**config.mk**
```make
export PLATFORM = sky130hd
export DESIGN_NAME = dmem_arbiter_flat
export DESIGN_NICKNAME = d
export VERILOG_FILES = /design/src/rtl/dmem_arb_pkg.sv /design/src/rtl/dmem_arbiter_if.sv /design/src/rtl/dmem_rr_pick.sv /design/src/rtl/dmem_arbiter.sv /design/src/flat_wrapper.sv
export SDC_FILE = /design/constraint.sdc
export NUM_CORES = 1
export LEC_CHECK = 0
export ABC_AREA = 1
export CAP_MARGIN = 25
export CORE_AREA = 3 3 142 144
export DETAILED_ROUTE_END_ITERATION = 10
export DIE_AREA = 0 0 145 147
export PLACE_DENSITY = 0.72
export SLEW_MARGIN = 0
export SYNTH_ARGS = -nofsm -noshare
export SYNTH_HDL_FRONTEND = slang
export SYNTH_SLANG_ARGS = --single-unit
```
**constraint.sdc**
```tcl
create_clock -name clk -period 2.2 [get_ports clk]
set_clock_uncertainty 0.05 [all_clocks]
set_input_delay 0.55 -clock clk [delete_from_list [all_inputs] [get_ports clk]]
set_output_delay 0.55 -clock clk [all_outputs]
set_load 0.05 [all_outputs]
```
**src/rtl/dmem_arb_pkg.sv**
```systemverilog
// Shared types and default widths for the d_mem line-fill/writeback arbiter.
package dmem_arb_pkg;

    typedef enum logic [1:0] {
        StIdle   = 2'd0,
        StIssue  = 2'd1,
        StSettle = 2'd2,
        StWait   = 2'd3
    } dmem_arb_state_t;

    localparam int unsigned DMEM_ARB_DEF_ADDR_W = 11;
    localparam int unsigned DMEM_ARB_DEF_LINE_W = 64;

endpackage

```
**src/rtl/dmem_arbiter_if.sv**
```systemverilog
// Bundle of per-CPU request/response signals and the shared d_mem port.
// The master modport is the arbiter's view; slave is the CPUs/d_mem side.
interface dmem_arbiter_if
    import dmem_arb_pkg::*;
#(
    parameter int unsigned NUM_CPU = 2,
    parameter int unsigned ADDR_W  = DMEM_ARB_DEF_ADDR_W,
    parameter int unsigned LINE_W  = DMEM_ARB_DEF_LINE_W
) ();

    logic [NUM_CPU-1:0]        req_re;
    logic [NUM_CPU-1:0]        req_we;
    logic [NUM_CPU*ADDR_W-1:0] req_addr;
    logic [NUM_CPU*LINE_W-1:0] req_wdata;
    logic [NUM_CPU-1:0]        grant;
    logic [NUM_CPU-1:0]        done;
    logic [LINE_W-1:0]         rd_data;
    logic                      busy;
    logic [ADDR_W-1:0]         dmem_addr;
    logic [LINE_W-1:0]         dmem_wdata;
    logic                      dmem_re;
    logic                      dmem_we;
    logic                      dmem_rdy;
    logic [LINE_W-1:0]         dmem_rd_data;

    modport master (
        input  req_re, req_we, req_addr, req_wdata, dmem_rdy, dmem_rd_data,
        output grant, done, rd_data, busy, dmem_addr, dmem_wdata, dmem_re, dmem_we
    );

    modport slave (
        output req_re, req_we, req_addr, req_wdata, dmem_rdy, dmem_rd_data,
        input  grant, done, rd_data, busy, dmem_addr, dmem_wdata, dmem_re, dmem_we
    );

endinterface

```
**src/rtl/dmem_rr_pick.sv**
```systemverilog
// Combinational rotating picker: first requester after last_i, wrapping.
// With last_i tied to NUM_CPU-1 it is a plain lowest-index priority encoder.
module dmem_rr_pick #(
    parameter int unsigned NUM_CPU = 2,
    parameter int unsigned IDX_W   = $clog2(NUM_CPU)
) (
    input  logic [NUM_CPU-1:0] req_i,
    input  logic [IDX_W-1:0]   last_i,
    output logic [NUM_CPU-1:0] gnt_o,
    output logic [IDX_W-1:0]   idx_o
);

    logic [IDX_W-1:0] cand;
    logic             found;

    always_comb begin
        gnt_o = '0;
        idx_o = '0;
        cand  = '0;
        found = 1'b0;
        for (int unsigned off = 1; off <= NUM_CPU; off++) begin
            cand = IDX_W'((32'(last_i) + off) % NUM_CPU);
            if (!found && req_i[cand]) begin
                found       = 1'b1;
                idx_o       = cand;
                gnt_o[cand] = 1'b1;
            end
        end
    end

endmodule

```
**src/rtl/dmem_arbiter.sv**
```systemverilog
// NUM_CPU-way arbiter in front of the shared d_mem; holds grant until rdy returns.
// Define DMEM_ARB_RR_EN for round-robin; otherwise fixed lowest-index priority.
module dmem_arbiter
    import dmem_arb_pkg::*;
#(
    parameter int unsigned NUM_CPU = 2,
    parameter int unsigned ADDR_W  = DMEM_ARB_DEF_ADDR_W,
    parameter int unsigned LINE_W  = DMEM_ARB_DEF_LINE_W
) (
    input logic            clk,
    input logic            rst_n,
    dmem_arbiter_if.master bus
);

    localparam int unsigned IDX_W = $clog2(NUM_CPU);
    localparam logic [IDX_W-1:0] LAST_RST = IDX_W'(NUM_CPU - 1);

    dmem_arb_state_t    state_q, state_d;
    logic [NUM_CPU-1:0] grant_q, grant_d;
    logic [NUM_CPU-1:0] done_q, done_d;
    logic [LINE_W-1:0]  rd_data_q, rd_data_d;
    logic [ADDR_W-1:0]  addr_q, addr_d;
    logic [LINE_W-1:0]  wdata_q, wdata_d;
    logic               re_q, re_d;
    logic               we_q, we_d;
    logic               busy_q, busy_d;
    logic               op_we_q, op_we_d;

    logic [NUM_CPU-1:0] req;
    logic [NUM_CPU-1:0] pick_gnt;
    logic [IDX_W-1:0]   pick_idx;
    logic [IDX_W-1:0]   last_ptr;
    logic               arb_go;

    assign req = bus.req_re | bus.req_we;
    // The done cycle is skipped so the finishing requester can drop its line first.
    assign arb_go = (state_q == StIdle) && bus.dmem_rdy && (done_q == '0) && (|req);

`ifdef DMEM_ARB_RR_EN
    logic [IDX_W-1:0] last_q, last_d;

    always_comb begin
        last_d = last_q;
        if (arb_go) last_d = pick_idx;
    end

    always_ff @(posedge clk or negedge rst_n) begin
        if (!rst_n) last_q <= LAST_RST;
        else        last_q <= last_d;
    end

    assign last_ptr = last_q;
`else
    assign last_ptr = LAST_RST;
`endif

    dmem_rr_pick #(
        .NUM_CPU (NUM_CPU),
        .IDX_W   (IDX_W)
    ) u_pick (
        .req_i  (req),
        .last_i (last_ptr),
        .gnt_o  (pick_gnt),
        .idx_o  (pick_idx)
    );

    always_comb begin
        state_d   = state_q;
        grant_d   = grant_q;
        done_d    = '0;
        rd_data_d = rd_data_q;
        addr_d    = addr_q;
        wdata_d   = wdata_q;
        re_d      = 1'b0;
        we_d      = 1'b0;
        busy_d    = busy_q;
        op_we_d   = op_we_q;
        case (state_q)
            StIdle: begin
                if (arb_go) begin
                    state_d = StIssue;
                    grant_d = pick_gnt;
                    addr_d  = bus.req_addr[32'(pick_idx) * ADDR_W +: ADDR_W];
                    wdata_d = bus.req_wdata[32'(pick_idx) * LINE_W +: LINE_W];
                    // A simultaneous read+write request is treated as a write.
                    op_we_d = bus.req_we[pick_idx];
                    we_d    = bus.req_we[pick_idx];
                    re_d    = ~bus.req_we[pick_idx];
                    busy_d  = 1'b1;
                end
            end
            StIssue:  state_d = StSettle;
            // rdy may still reflect the previous idle state here, so it is not sampled.
            StSettle: state_d = StWait;
            StWait: begin
                if (bus.dmem_rdy) begin
                    state_d = StIdle;
                    done_d  = grant_q;
                    grant_d = '0;
                    busy_d  = 1'b0;
                    if (!op_we_q) rd_data_d = bus.dmem_rd_data;
                end
            end
            default: state_d = StIdle;
        endcase
    end

    always_ff @(posedge clk or negedge rst_n) begin
        if (!rst_n) begin
            state_q   <= StIdle;
            grant_q   <= '0;
            done_q    <= '0;
            rd_data_q <= '0;
            addr_q    <= '0;
            wdata_q   <= '0;
            re_q      <= 1'b0;
            we_q      <= 1'b0;
            busy_q    <= 1'b0;
            op_we_q   <= 1'b0;
        end else begin
            state_q   <= state_d;
            grant_q   <= grant_d;
            done_q    <= done_d;
            rd_data_q <= rd_data_d;
            addr_q    <= addr_d;
            wdata_q   <= wdata_d;
            re_q      <= re_d;
            we_q      <= we_d;
            busy_q    <= busy_d;
            op_we_q   <= op_we_d;
        end
    end

    assign bus.grant      = grant_q;
    assign bus.done       = done_q;
    assign bus.rd_data    = rd_data_q;
    assign bus.busy       = busy_q;
    assign bus.dmem_addr  = addr_q;
    assign bus.dmem_wdata = wdata_q;
    assign bus.dmem_re    = re_q;
    assign bus.dmem_we    = we_q;

endmodule
```
**src/flat_wrapper.sv**
```systemverilog
// flat-port wrapper written by rule: the top's interface ports become plain ports
module dmem_arbiter_flat import dmem_arb_pkg::*;
#(
    parameter int unsigned NUM_CPU = 2,
    parameter int unsigned ADDR_W  = DMEM_ARB_DEF_ADDR_W,
    parameter int unsigned LINE_W  = DMEM_ARB_DEF_LINE_W
)
  (clk, rst_n, bus_req_re, bus_req_we, bus_req_addr, bus_req_wdata, bus_dmem_rdy, bus_dmem_rd_data, bus_grant, bus_done, bus_rd_data, bus_busy, bus_dmem_addr, bus_dmem_wdata, bus_dmem_re, bus_dmem_we);
  dmem_arbiter_if #(.NUM_CPU(NUM_CPU), .ADDR_W(ADDR_W), .LINE_W(LINE_W)) bus_i ();
  input logic clk;
  input logic rst_n;
  input wire logic [$bits(bus_i.req_re)-1:0] bus_req_re;
  input wire logic [$bits(bus_i.req_we)-1:0] bus_req_we;
  input wire logic [$bits(bus_i.req_addr)-1:0] bus_req_addr;
  input wire logic [$bits(bus_i.req_wdata)-1:0] bus_req_wdata;
  input wire logic [$bits(bus_i.dmem_rdy)-1:0] bus_dmem_rdy;
  input wire logic [$bits(bus_i.dmem_rd_data)-1:0] bus_dmem_rd_data;
  output wire logic [$bits(bus_i.grant)-1:0] bus_grant;
  output wire logic [$bits(bus_i.done)-1:0] bus_done;
  output wire logic [$bits(bus_i.rd_data)-1:0] bus_rd_data;
  output wire logic [$bits(bus_i.busy)-1:0] bus_busy;
  output wire logic [$bits(bus_i.dmem_addr)-1:0] bus_dmem_addr;
  output wire logic [$bits(bus_i.dmem_wdata)-1:0] bus_dmem_wdata;
  output wire logic [$bits(bus_i.dmem_re)-1:0] bus_dmem_re;
  output wire logic [$bits(bus_i.dmem_we)-1:0] bus_dmem_we;
  assign bus_i.req_re = bus_req_re;
  assign bus_i.req_we = bus_req_we;
  assign bus_i.req_addr = bus_req_addr;
  assign bus_i.req_wdata = bus_req_wdata;
  assign bus_i.dmem_rdy = bus_dmem_rdy;
  assign bus_i.dmem_rd_data = bus_dmem_rd_data;
  assign bus_grant = bus_i.grant;
  assign bus_done = bus_i.done;
  assign bus_rd_data = bus_i.rd_data;
  assign bus_busy = bus_i.busy;
  assign bus_dmem_addr = bus_i.dmem_addr;
  assign bus_dmem_wdata = bus_i.dmem_wdata;
  assign bus_dmem_re = bus_i.dmem_re;
  assign bus_dmem_we = bus_i.dmem_we;
  dmem_arbiter #(.NUM_CPU(NUM_CPU), .ADDR_W(ADDR_W), .LINE_W(LINE_W)) u_core (.clk(clk), .rst_n(rst_n), .bus(bus_i));
endmodule
```
==> results.json <==
{
  "status": "finished clean",
  "cts_post_setup_buffers_inserted": 0,
  "drv_cap": 0,
  "timing.final.crit_share": 0.9770,
  "wire_length_of_the_first_global_routing_pass_mm": 35.60,
  "synth_largest_area_cell": "dfrtp_1",
  "power_per_cell_area_mw_per_mm2": 1608,
  "clkPwrFrac": 0.171,
  "postLayoutCellArea_mm2": 0.01092,
  "fin_nets": 1198,
  "hold_violations": 0,
  "worst_pin_slew_ns": 0.5700,
  "place_hpwl_mm": 16.81,
  "final_period_minus_worst_setup_slack_ns": 2.149,
  "worst_slew_margin_rel": 0.6215,
  "buffering_stage_count_on_the_worst_path_with_inverters_included": 1,
  "fillerInstances": 1638,
  "slowest_delay_ns": 0.80,
  "critPathCaptureType": "output port",
  "globalplace.congestion": 0.8253,
  "ys_seq_area_frac": 0.5836,
  "final.setup.tns_ns": 0,
  "yosys.cell_types.count": 21,
  "crit_path_cell_trace": "clkdlybuf4s50_1",
  "synth-seq-cells": 149,
  "placeableCoreArea_mm2": 0.01883,
  "chipWidth_um": 145,
  "crit_path_leading_delay_family": "buffers and inverters",
  "switchingPower_uw": 8701,
  "slew_violations": 0,
  "post_synth_main_area_contributors": "dfrtp_1 (58%), a21oi_1 (12%), mux2_2 (11%)",
  "detailedRoute.firstPassIterationCount": 4,
  "detail_route.vias_per_cell": 4.869,
  "first_global_vias": 6259,
  "p_int_uw": 8857,
  "cts_root_buf": "clkbuf_16",
  "floorplan.initialDensity": 0.3393,
  "syn_inst": 614,
  "dp_worst_setup_slack_ns": 0.02529,
  "yosys_warnings": 0,
  "p_sw_frac": 0.4955,
  "cts-root-to-sink-buffers": 2,
  "drt_iter0_drc": 234,
  "io_buffer_count": 366,
  "dieHeight_um": 147,
  "die-area_mm2": 0.02132,
  "setup_repair_after_global_routing_missed_its_margin": "false",
  "postRouteWirelength_mm": 22.81,
  "postSynthNetCount": 839,
  "start_kind": "flip-flop",
  "cts_tree": "done",
  "comb_power_share": 0.558,
  "criticalPathCategory": "reg2out",
  "crit_path_dat_ns": 1.55,
  "mean_cell_area_of_the_mapped_netlist_um2": 10.40,
  "io_pins": 367,
  "peakVddDrop_v": 0.0006843,
  "grt_remaining_overflow": 0,
  "gr-usage-all-layers": 0.2111,
  "post_route_cells_drive_above_1_share": 0.1491,
  "rows": 50,
  "post_drt_wl_per_cell_um": 18.29,
  "finalHoldWorstSlack_ns": 0.4492,
  "clock-sinks": 149,
  "grt_max_degree": 51,
  "htree_num_levels": 4,
  "setup_viol_count_final": 0,
  "flow.area_growth_from_synthesis_pct": 70.96,
  "post_dp_cell_area_mm2": 0.01033,
  "routed-via-count": 6072,
  "critical_path.slowest_cell": "clkdlybuf4s50_1",
  "cp_data_required_time_ns": 1.60,
  "finalWorstSetupSlack_ns": 0.05058,
  "cts_buffers": 17,
  "clock_latency_ns": 0.42,
  "clk_pin_slew_ns": 0.06,
  "synth_top_area_share": 0.5836,
  "route.detailed.drc": 0,
  "min_path_type": "reg2reg",
  "clock.fmax_mhz": 465.2,
  "antenna_violating_nets_post_route": 0,
  "worstPathMaxFanout": 2,
  "seqPwrFrac": 0.271,
  "antenna_found_initial": 1,
  "netlist_area_mm2": 0.006389,
  "p_leak_uw": 0.004975
}
cells by family after synthesis:
kind of cell,after synthesis,share of synthesized area
AOI/OAI and AO/OA,153,0.1203
adders and majority gates,4,0.007834
buffers and inverters,59,0.04720
DFF,149,0.5836
muxes,64,0.1128
and+or+nand+nor,185,0.1283
Yosys cell counts:
master    number
nand2_1       17
nor2_4         1
nand3_1       77
or2_2          2
o21ai_1        2
inv_1         11
nor2_1        83
nand3_2        1
ha_1           4
buf_4          5
nand2_2        1
buf_2         13
inv_2          1
a21oi_1      150
buf_6          6
mux2_2        64
buf_1          3
clkbuf_1      20
dfrtp_1      149
o21bai_1       1
nand4_1        3
power groups by stage:
stage / Sequential [µW] / Clock (µW) / Combinational, µW
after floorplan: 9380 / 0 / 2040
after global placement: 4800 / 0 / 10300
after CTS: 4780 / 3070 / 9910
after global routing: 4930 / 3170 / 10300
after detailed placement: 4830 / 0 / 10400
final: 4760 / 3000 / 9800
worst paths after layout:
check / end / startpoint / cells past startpoint / slack, ns
worst max register to register: u_core.bus.dmem_wdata[59] / u_core.state_q[0] / 9 / 0.41
min in group asynchronous: u_core.bus.rd_data[11] / rst_n / 2 / 0.58
worst max-delay path: bus_rd_data[31] / u_core.bus.rd_data[31] / 1 / 0.05
worst min-delay path: u_core.bus.rd_data[34] / u_core.bus.rd_data[34] / 1 / 0.45
worst min register to register: u_core.bus.rd_data[34] / u_core.bus.rd_data[34] / 1 / 0.45
max in group asynchronous: u_core.bus.dmem_wdata[23] / rst_n / 3 / 0.91
through the flow:
| step | std cells | util | power, µW |
|---|---|---|---|
| 3_5_place_dp | 1213 | 0.5487 | 15250 |
| 3_3_place_gp | 1213 | 0.5487 | 15130 |
| 2_1_floorplan | 614 | - | 11420 |
| 5_1_grt | 1247 | 0.5800 | 18420 |
| 6_report | 1247 | 0.5800 | 17560 |
| 4_1_cts | 1246 | 0.5755 | 17750 |
placed cells by master, fill, tap and decap left out, drive strengths merged:
cell type	instances
dlygate4sd2	85
dlymetal6s2s	33
nand2	18
clkbuf	18
clkinvlp	1
clkdlybuf4s50	225
nand4	3
dlygate4sd3	1
buf	43
or2	2
o21bai	1
clkinv	2
nor2	84
bufinv	2
dfrtp	149
inv	21
o21ai	2
nand3	78
mux2	64
ha	4
a21oi	150
diode	1
layout make-up:
class / instances / area [µm²] / share of cell area
Antenna cell: 1 / 2.502 / 0.0002291
Clock buffer: 18 / 439.2 / 0.04021
Clock inverter: 14 / 161.4 / 0.01478
Inverter: 12 / 45.04 / 0.004124
Multi-Input combinational cell: 406 / 2361 / 0.2162
Sequential cell: 149 / 3729 / 0.3414
Tap cell: 260 / 325.3 / 0.02979
Timing Repair Buffer: 387 / 3859 / 0.3533
registers in the layout, indices dropped and copies added (netlist names):
name	count
u_core.bus.rd_data	64
u_core.bus.dmem_re	1
u_core.op_we_q	1
u_core.bus.dmem_addr	11
u_core.bus.dmem_wdata	64
u_core.bus.done	2
u_core.state_q	2
u_core.bus.dmem_we	1
u_core.bus.busy	1
u_core.bus.grant	2
layer usage:
| layer | vias to the layer above | global-route usage | share of wire |
|---|---|---|---|
| met3 | 39 | 0.07125 | 0.080 |
| met4 | 0 | 0.07696 | 0.027 |
| met2 | 298 | 0.3599 | 0.49 |
| met5 | - | 0 | 0 |
| met1 | 2888 | 0.2497 | 0.40 |
| li1 | 2847 | - | - |
repair_timing:
action,4_1_cts,5_1_grt
endpoints found under the setup margin,85,33
hold buffers,1,0
cloned,0,0
hold endpoints to repair,31,0
resized for setup,85,33
Power figures use the tool's default switching activity.
